<file path="src/rtl/mem_access_unit_pkg.sv">
// Shared encodings for the memory-stage load/store unit: funct3 access types,
// FSM state codes and the per-access context latched when a request is issued.
package mem_access_unit_pkg;

  // funct3 access types
  localparam logic [2:0] MOP_B  = 3'b000;
  localparam logic [2:0] MOP_H  = 3'b001;
  localparam logic [2:0] MOP_W  = 3'b010;
  localparam logic [2:0] MOP_BU = 3'b100;
  localparam logic [2:0] MOP_HU = 3'b101;

  // FSM states
  localparam logic [1:0] IDLE = 2'd0;
  localparam logic [1:0] REQ  = 2'd1;
  localparam logic [1:0] DONE = 2'd2;

  // Context needed to extract load data once the bus answers.
  typedef struct packed {
    logic [2:0] op;
    logic [1:0] off;
  } acc_lat_t;

  // True for the funct3 codes this unit can execute at all.
  function automatic logic mop_defined(input logic [2:0] op);
    return (op == MOP_B) || (op == MOP_H) || (op == MOP_W) ||
           (op == MOP_BU) || (op == MOP_HU);
  endfunction

endpackage

</file>
<file path="src/rtl/mem_lane_align.sv">
// Purely combinational lane logic: store byte enables and replication, load
// byte/halfword extraction with extension, and the illegal/misaligned check.
module mem_lane_align
  import mem_access_unit_pkg::*;
(
  input  logic        mem_r,
  input  logic        mem_w,
  input  logic [2:0]  mem_op,
  input  logic [1:0]  addr_lo,
  input  logic [31:0] wdata,
  input  acc_lat_t    ld_ctx,
  input  logic [31:0] rdata,
  output logic [3:0]  be,
  output logic [31:0] wdata_rep,
  output logic [31:0] rdata_ext,
  output logic        bad
);

  logic        illegal;
  logic        misaligned;
  logic [31:0] rd_shift;
  logic [7:0]  rd_byte;
  logic [15:0] rd_half;

  // NOTE: every output of an always_comb gets a default first, so no path can
  // leave a value unassigned and infer a latch.
  always_comb begin
    be        = 4'b1111;
    wdata_rep = wdata;
    case (mem_op[1:0])
      2'b00: begin
        be        = 4'b0001 << addr_lo;
        wdata_rep = {4{wdata[7:0]}};
      end
      2'b01: begin
        be        = addr_lo[1] ? 4'b1100 : 4'b0011;
        wdata_rep = {2{wdata[15:0]}};
      end
      default: ;
    endcase
  end

  always_comb begin
    misaligned = 1'b0;
    case (mem_op)
      MOP_H, MOP_HU: misaligned = addr_lo[0];
      MOP_W:         misaligned = |addr_lo;
      default:       misaligned = 1'b0;
    endcase
  end

  // Unsigned variants have no store form.
  assign illegal = (mem_r & mem_w) | ~mop_defined(mem_op) | (mem_w & mem_op[2]);
  assign bad     = (mem_r | mem_w) & (illegal | misaligned);

  assign rd_shift = rdata >> {ld_ctx.off, 3'b000};
  assign rd_byte  = rd_shift[7:0];
  assign rd_half  = ld_ctx.off[1] ? rdata[31:16] : rdata[15:0];

  always_comb begin
    rdata_ext = rdata;
    case (ld_ctx.op)
      MOP_B:   rdata_ext = {{24{rd_byte[7]}}, rd_byte};
      MOP_BU:  rdata_ext = {24'b0, rd_byte};
      MOP_H:   rdata_ext = {{16{rd_half[15]}}, rd_half};
      MOP_HU:  rdata_ext = {16'b0, rd_half};
      default: rdata_ext = rdata;
    endcase
  end

endmodule

</file>
<file path="src/rtl/mem_access_unit.sv">
// Memory-stage load/store unit: issues one word-wide bus request per access,
// stalls the core while it is in flight, and reports faults and timeouts.
module mem_access_unit
  import mem_access_unit_pkg::*;
#(
  parameter int TIMEOUT_CYCLES = 16,
  parameter int CNT_W          = 5
) (
  input  logic        clk,
  input  logic        rst,
  input  logic [31:0] addr,
  input  logic [31:0] wdata,
  input  logic [2:0]  mem_op,
  input  logic        mem_w,
  input  logic        mem_r,
  output logic [31:0] data_from_ram,
  output logic        stall,
  output logic        fault,
  output logic        bus_req,
  output logic        bus_we,
  output logic [31:0] bus_addr,
  output logic [3:0]  bus_be,
  output logic [31:0] bus_wdata,
  input  logic [31:0] bus_rdata,
  input  logic        bus_ack
);

  logic [1:0]       state;
  logic [CNT_W-1:0] cnt;
  acc_lat_t         lat;

  logic [3:0]  be_c;
  logic [31:0] wrep_c;
  logic [31:0] rext_c;
  logic        bad_c;
  logic        access;
  logic        go;
  logic        timeout_hit;

  mem_lane_align u_align (
    .mem_r     (mem_r),
    .mem_w     (mem_w),
    .mem_op    (mem_op),
    .addr_lo   (addr[1:0]),
    .wdata     (wdata),
    .ld_ctx    (lat),
    .rdata     (bus_rdata),
    .be        (be_c),
    .wdata_rep (wrep_c),
    .rdata_ext (rext_c),
    .bad       (bad_c)
  );

  assign access      = mem_r | mem_w;
  assign go          = access & ~bad_c;
  assign timeout_hit = (state == REQ) & ~bus_ack & (cnt == CNT_W'(TIMEOUT_CYCLES - 1));

  assign bus_req = (state == REQ);
  // Gated by rst so the core sees no stall or fault while reset is held.
  assign stall   = ~rst & (((state == IDLE) & go) | (state == REQ));
  assign fault   = ~rst & (((state == IDLE) & access & bad_c) | timeout_hit);

  // NOTE: sequential state uses non-blocking assignments only, so every
  // register samples pre-edge values regardless of statement order.
  // NOTE: every register, including the bus-facing outputs, is cleared by
  // reset so nothing stale is presented to the bus or the core afterwards.
  always_ff @(posedge clk or posedge rst) begin
    if (rst) begin
      state         <= IDLE;
      cnt           <= '0;
      lat           <= '0;
      bus_we        <= 1'b0;
      bus_addr      <= '0;
      bus_be        <= '0;
      bus_wdata     <= '0;
      data_from_ram <= '0;
    end else begin
      case (state)
        IDLE: begin
          if (go) begin
            state     <= REQ;
            cnt       <= '0;
            bus_addr  <= {addr[31:2], 2'b00};
            bus_we    <= mem_w;
            bus_be    <= be_c;
            bus_wdata <= wrep_c;
            lat       <= '{op: mem_op, off: addr[1:0]};
          end
        end
        REQ: begin
          if (bus_ack) begin
            if (!bus_we) data_from_ram <= rext_c;
            cnt   <= '0;
            state <= DONE;
          end else if (timeout_hit) begin
            // An aborted load returns zero rather than stale data.
            if (!bus_we) data_from_ram <= '0;
            cnt   <= '0;
            state <= DONE;
          end else begin
            cnt <= cnt + CNT_W'(1);
          end
        end
        DONE:    state <= IDLE;
        default: state <= IDLE;
      endcase
    end
  end

endmodule

</file>
<file path="config.mk">
export PLATFORM = sky130hd
export DESIGN_NAME = mem_access_unit
export DESIGN_NICKNAME = d
export VERILOG_FILES = /design/src/rtl/mem_access_unit_pkg.sv /design/src/rtl/mem_lane_align.sv /design/src/rtl/mem_access_unit.sv
export SDC_FILE = /design/constraint.sdc
export NUM_CORES = 1
export LEC_CHECK = 0
export CELL_PAD_IN_SITES_DETAIL_PLACEMENT = 0
export CELL_PAD_IN_SITES_GLOBAL_PLACEMENT = 1
export CORE_MARGIN = 3
export CORE_UTILIZATION = 43
export CTS_CLUSTER_DIAMETER = 150
export DETAILED_ROUTE_END_ITERATION = 7
export DONT_BUFFER_PORTS = 1
export PLACE_DENSITY = 0.86
export SYNTH_ARGS = -nofsm -noshare
export SYNTH_HDL_FRONTEND = slang
export SYNTH_SLANG_ARGS = --single-unit
</file>
<file path="constraint.sdc">
create_clock -name clk -period 4.4 [get_ports clk]
set_clock_uncertainty 0.05 [all_clocks]
set_input_delay 0.88 -clock clk [delete_from_list [all_inputs] [get_ports clk]]
set_output_delay 0.88 -clock clk [all_outputs]
set_load 0.02 [all_outputs]
</file>
==> results.json <==
{
  "grt_first_pass_wirelength_um": 20600,
  "final.setup.tns_ns": 0,
  "leakagePower_nw": 2.370,
  "gp_congestion": 0.9141,
  "cts_sinks": 111,
  "vias": 3642,
  "vias_per_cell": 6.060,
  "htree_levels": 3,
  "ys.flop_type": "dfrtp_1",
  "finalHoldViolCount": 0,
  "crit_fanout": 29,
  "p_per_area_nw_per_um2": 659.3,
  "drive_gt1_share_pct": 18.34,
  "max_clock_freq_mhz": 303.3,
  "dieArea_um2": 13320,
  "core_um2": 11560,
  "slew_headroom_pct": 27.43,
  "io-pin-count": 208,
  "maxSlewViolCount": 0,
  "diodes": 0,
  "start_util_pct": 44.51,
  "cts_buffer_depth": 2,
  "place.port_buffers": 0,
  "cts_tree": "yes",
  "overflow": 0,
  "antenna_found_initial": 0,
  "synth_cell_types": 44,
  "layout.nets": 558,
  "fill_cells": 1056,
  "synthTopCellsByCount": "111 x dfrtp_1, 77 x o21ai_0, 55 x mux2_2",
  "yosysWarnings": 0,
  "dp_cells": 585,
  "fin_crit_ns": 3.297,
  "area_growth_syn_to_layout_pct": 7.243,
  "dr.first_iter.drc_count": 226,
  "hold_class": "in -> async",
  "final_cells": 601,
  "cts_setup_buffers": 0,
  "grt_pass1_vias": 3729,
  "tightest_slew_ns": 1.085,
  "start_kind": "input pin",
  "stdcell_area_um2": 5520,
  "path_buf_inv": 1,
  "arrival_ns": 2.37,
  "drc": 0,
  "ys_seq_area_share_pct": 53.96,
  "yosysMostFrequentCell": "dfrtp_1",
  "place_hpwl_um": 9649,
  "timing.final.crit_share_pct": 74.93,
  "drtAntennaViolNets": 0,
  "placed_area_um2": 5231,
  "slowest_delay_ns": 0.51,
  "yosysTopAreaCell": "dfrtp_1",
  "cts.clk_slew.worst_paths_ns": 0.08,
  "clock_latency_ns": 0.35,
  "critPathSlowestCell": "or2_2",
  "finalWirelength_um": 13280,
  "synthArstFlopShare_pct": 100.0,
  "num_rows": 39,
  "cts_buffers": 9,
  "ys_ff_latch": 111,
  "cts_resized": 0,
  "die_h_um": 115.4,
  "crit_path_end_kind": "output pin",
  "peakVddDrop_mv": 0.3154,
  "grt.total_usage_pct": 20.15,
  "grt_max_degree": 83,
  "synth_top_area_share_pct": 53.96,
  "synthCells": 469,
  "setup.worst_path.start": "addr[1]",
  "synth-edff-count": 0,
  "crit_required_ns": 3.47,
  "ctsRootBufferMaster": "clkbuf_16",
  "wl_per_cell_um": 22.10,
  "rsz0062_at_grt": "false",
  "path_class": "in -> out",
  "timing.rr.start": "lat[1]",
  "avgSynthCellArea_um2": 10.98,
  "setup_viol": 0,
  "holdBufCountCts": 0,
  "multiInputGateArea_um2": 2207,
  "syn_area_um2": 5147,
  "status": "finished, final reports clean",
  "drt-pass1-iter-count": 4,
  "crit_family": "simple AND/OR/NAND/NOR gates",
  "seq_area_um2": 2778,
  "ys_top_cells_by_area": "dfrtp_1 54%, mux2_2 12%, o21ai_0 7.5%, mux2i_1 5.8%, nand2_1 3.6%",
  "die_w_um": 115.4,
  "worstPathCellList": "nor3_1 -> o211ai_1 -> buf_4 -> or2_2 -> a21oi_1",
  "maxCapViolations": 0
}
[metrics by stage]
step | utilization, % | setup WS [ns] | hold slack (ns) | total power, mW
3_3_place_gp | 45.23 | 1.112 | 0.4387 | 2.815
4_1_cts | 47.73 | 1.078 | 0.4237 | 3.681
5_1_grt | 47.73 | 0.9492 | 0.4465 | 3.864
2_1_floorplan | - | 0.3887 | 0.4225 | 2.633
3_5_place_dp | 45.23 | 1.080 | 0.4566 | 2.868
6_report | 47.73 | 1.103 | 0.4199 | 3.639
[final timing paths]
| check | end | slack (ns) | cells after the start |
|---|---|---|---|
| worst max-delay path | stall | 1.10 | 5 |
| worst min-delay path | bus_addr[31] | 0.42 | 1 |
| worst max register to register | data_from_ram[23] | 1.95 | 4 |
| worst min register to register | lat[3] | 0.47 | 1 |
| max in group asynchronous | data_from_ram[7] | 2.44 | 2 |
| min in group clk | lat[3] | 0.47 | 1 |
[logic make-up after synthesis]
logic type                 Yosys count  share of synthesized area, %
DFF                                111                         53.96
buffers and inverters               39                         3.451
other                                1                       0.07285
muxes                               89                         18.96
and+or+nand+nor                     93                         8.070
adders and majority gates            1                        0.2430
AOI/OAI and AO/OA                  135                         15.24
[registers in the layout, summed over array words and instances, names as in the netlist]
register,flops
bus_addr,30
bus_be,4
bus_wdata,32
bus_we,1
cnt,5
data_from_ram,32
lat,5
state,2
[routing by layer]
metal  track usage (%)  wire length (µm)
met3             8.303              1534
met1             24.09              5068
met5                 0                 0
met4             8.372               323
met2             32.29              6358
[layout make-up]
| type | count | area share, % |
|---|---|---|
| Sequential cell | 111 | 50.32 |
| Clock buffer | 9 | 4.080 |
| Timing Repair Buffer | 6 | 0.8160 |
| Clock inverter | 7 | 1.156 |
| Tap cell | 143 | 3.241 |
| Multi-Input combinational cell | 320 | 39.98 |
| Inverter | 5 | 0.4080 |
[report_power, final]
group	total, mW	switching [mW]	leakage, nW	internal [mW]
Clock	0.801	0.403	0.136	0.398
Combinational	0.722	0.380	0.865	0.342
Sequential	2.12	0.739	1.37	1.38
Total	3.64	1.52	2.37	2.12
[cell usage in the layout, fill, tap and decap left out, types with 3 or more instances in the layout]
cell        instances
nor2b_1             8
mux2_1              3
a21oi_1            26
dfrtp_1           111
clkbuf_16           9
clkinvlp_4          3
mux2i_1            30
mux2_2             55
nand2_1            50
inv_1               4
nand3_1             4
nor2_1             16
nor3_1              3
o21ai_0            76
o221ai_1            6
o31ai_1             6
buf_4               6
Note: power is estimated with default switching activity, not from simulation.
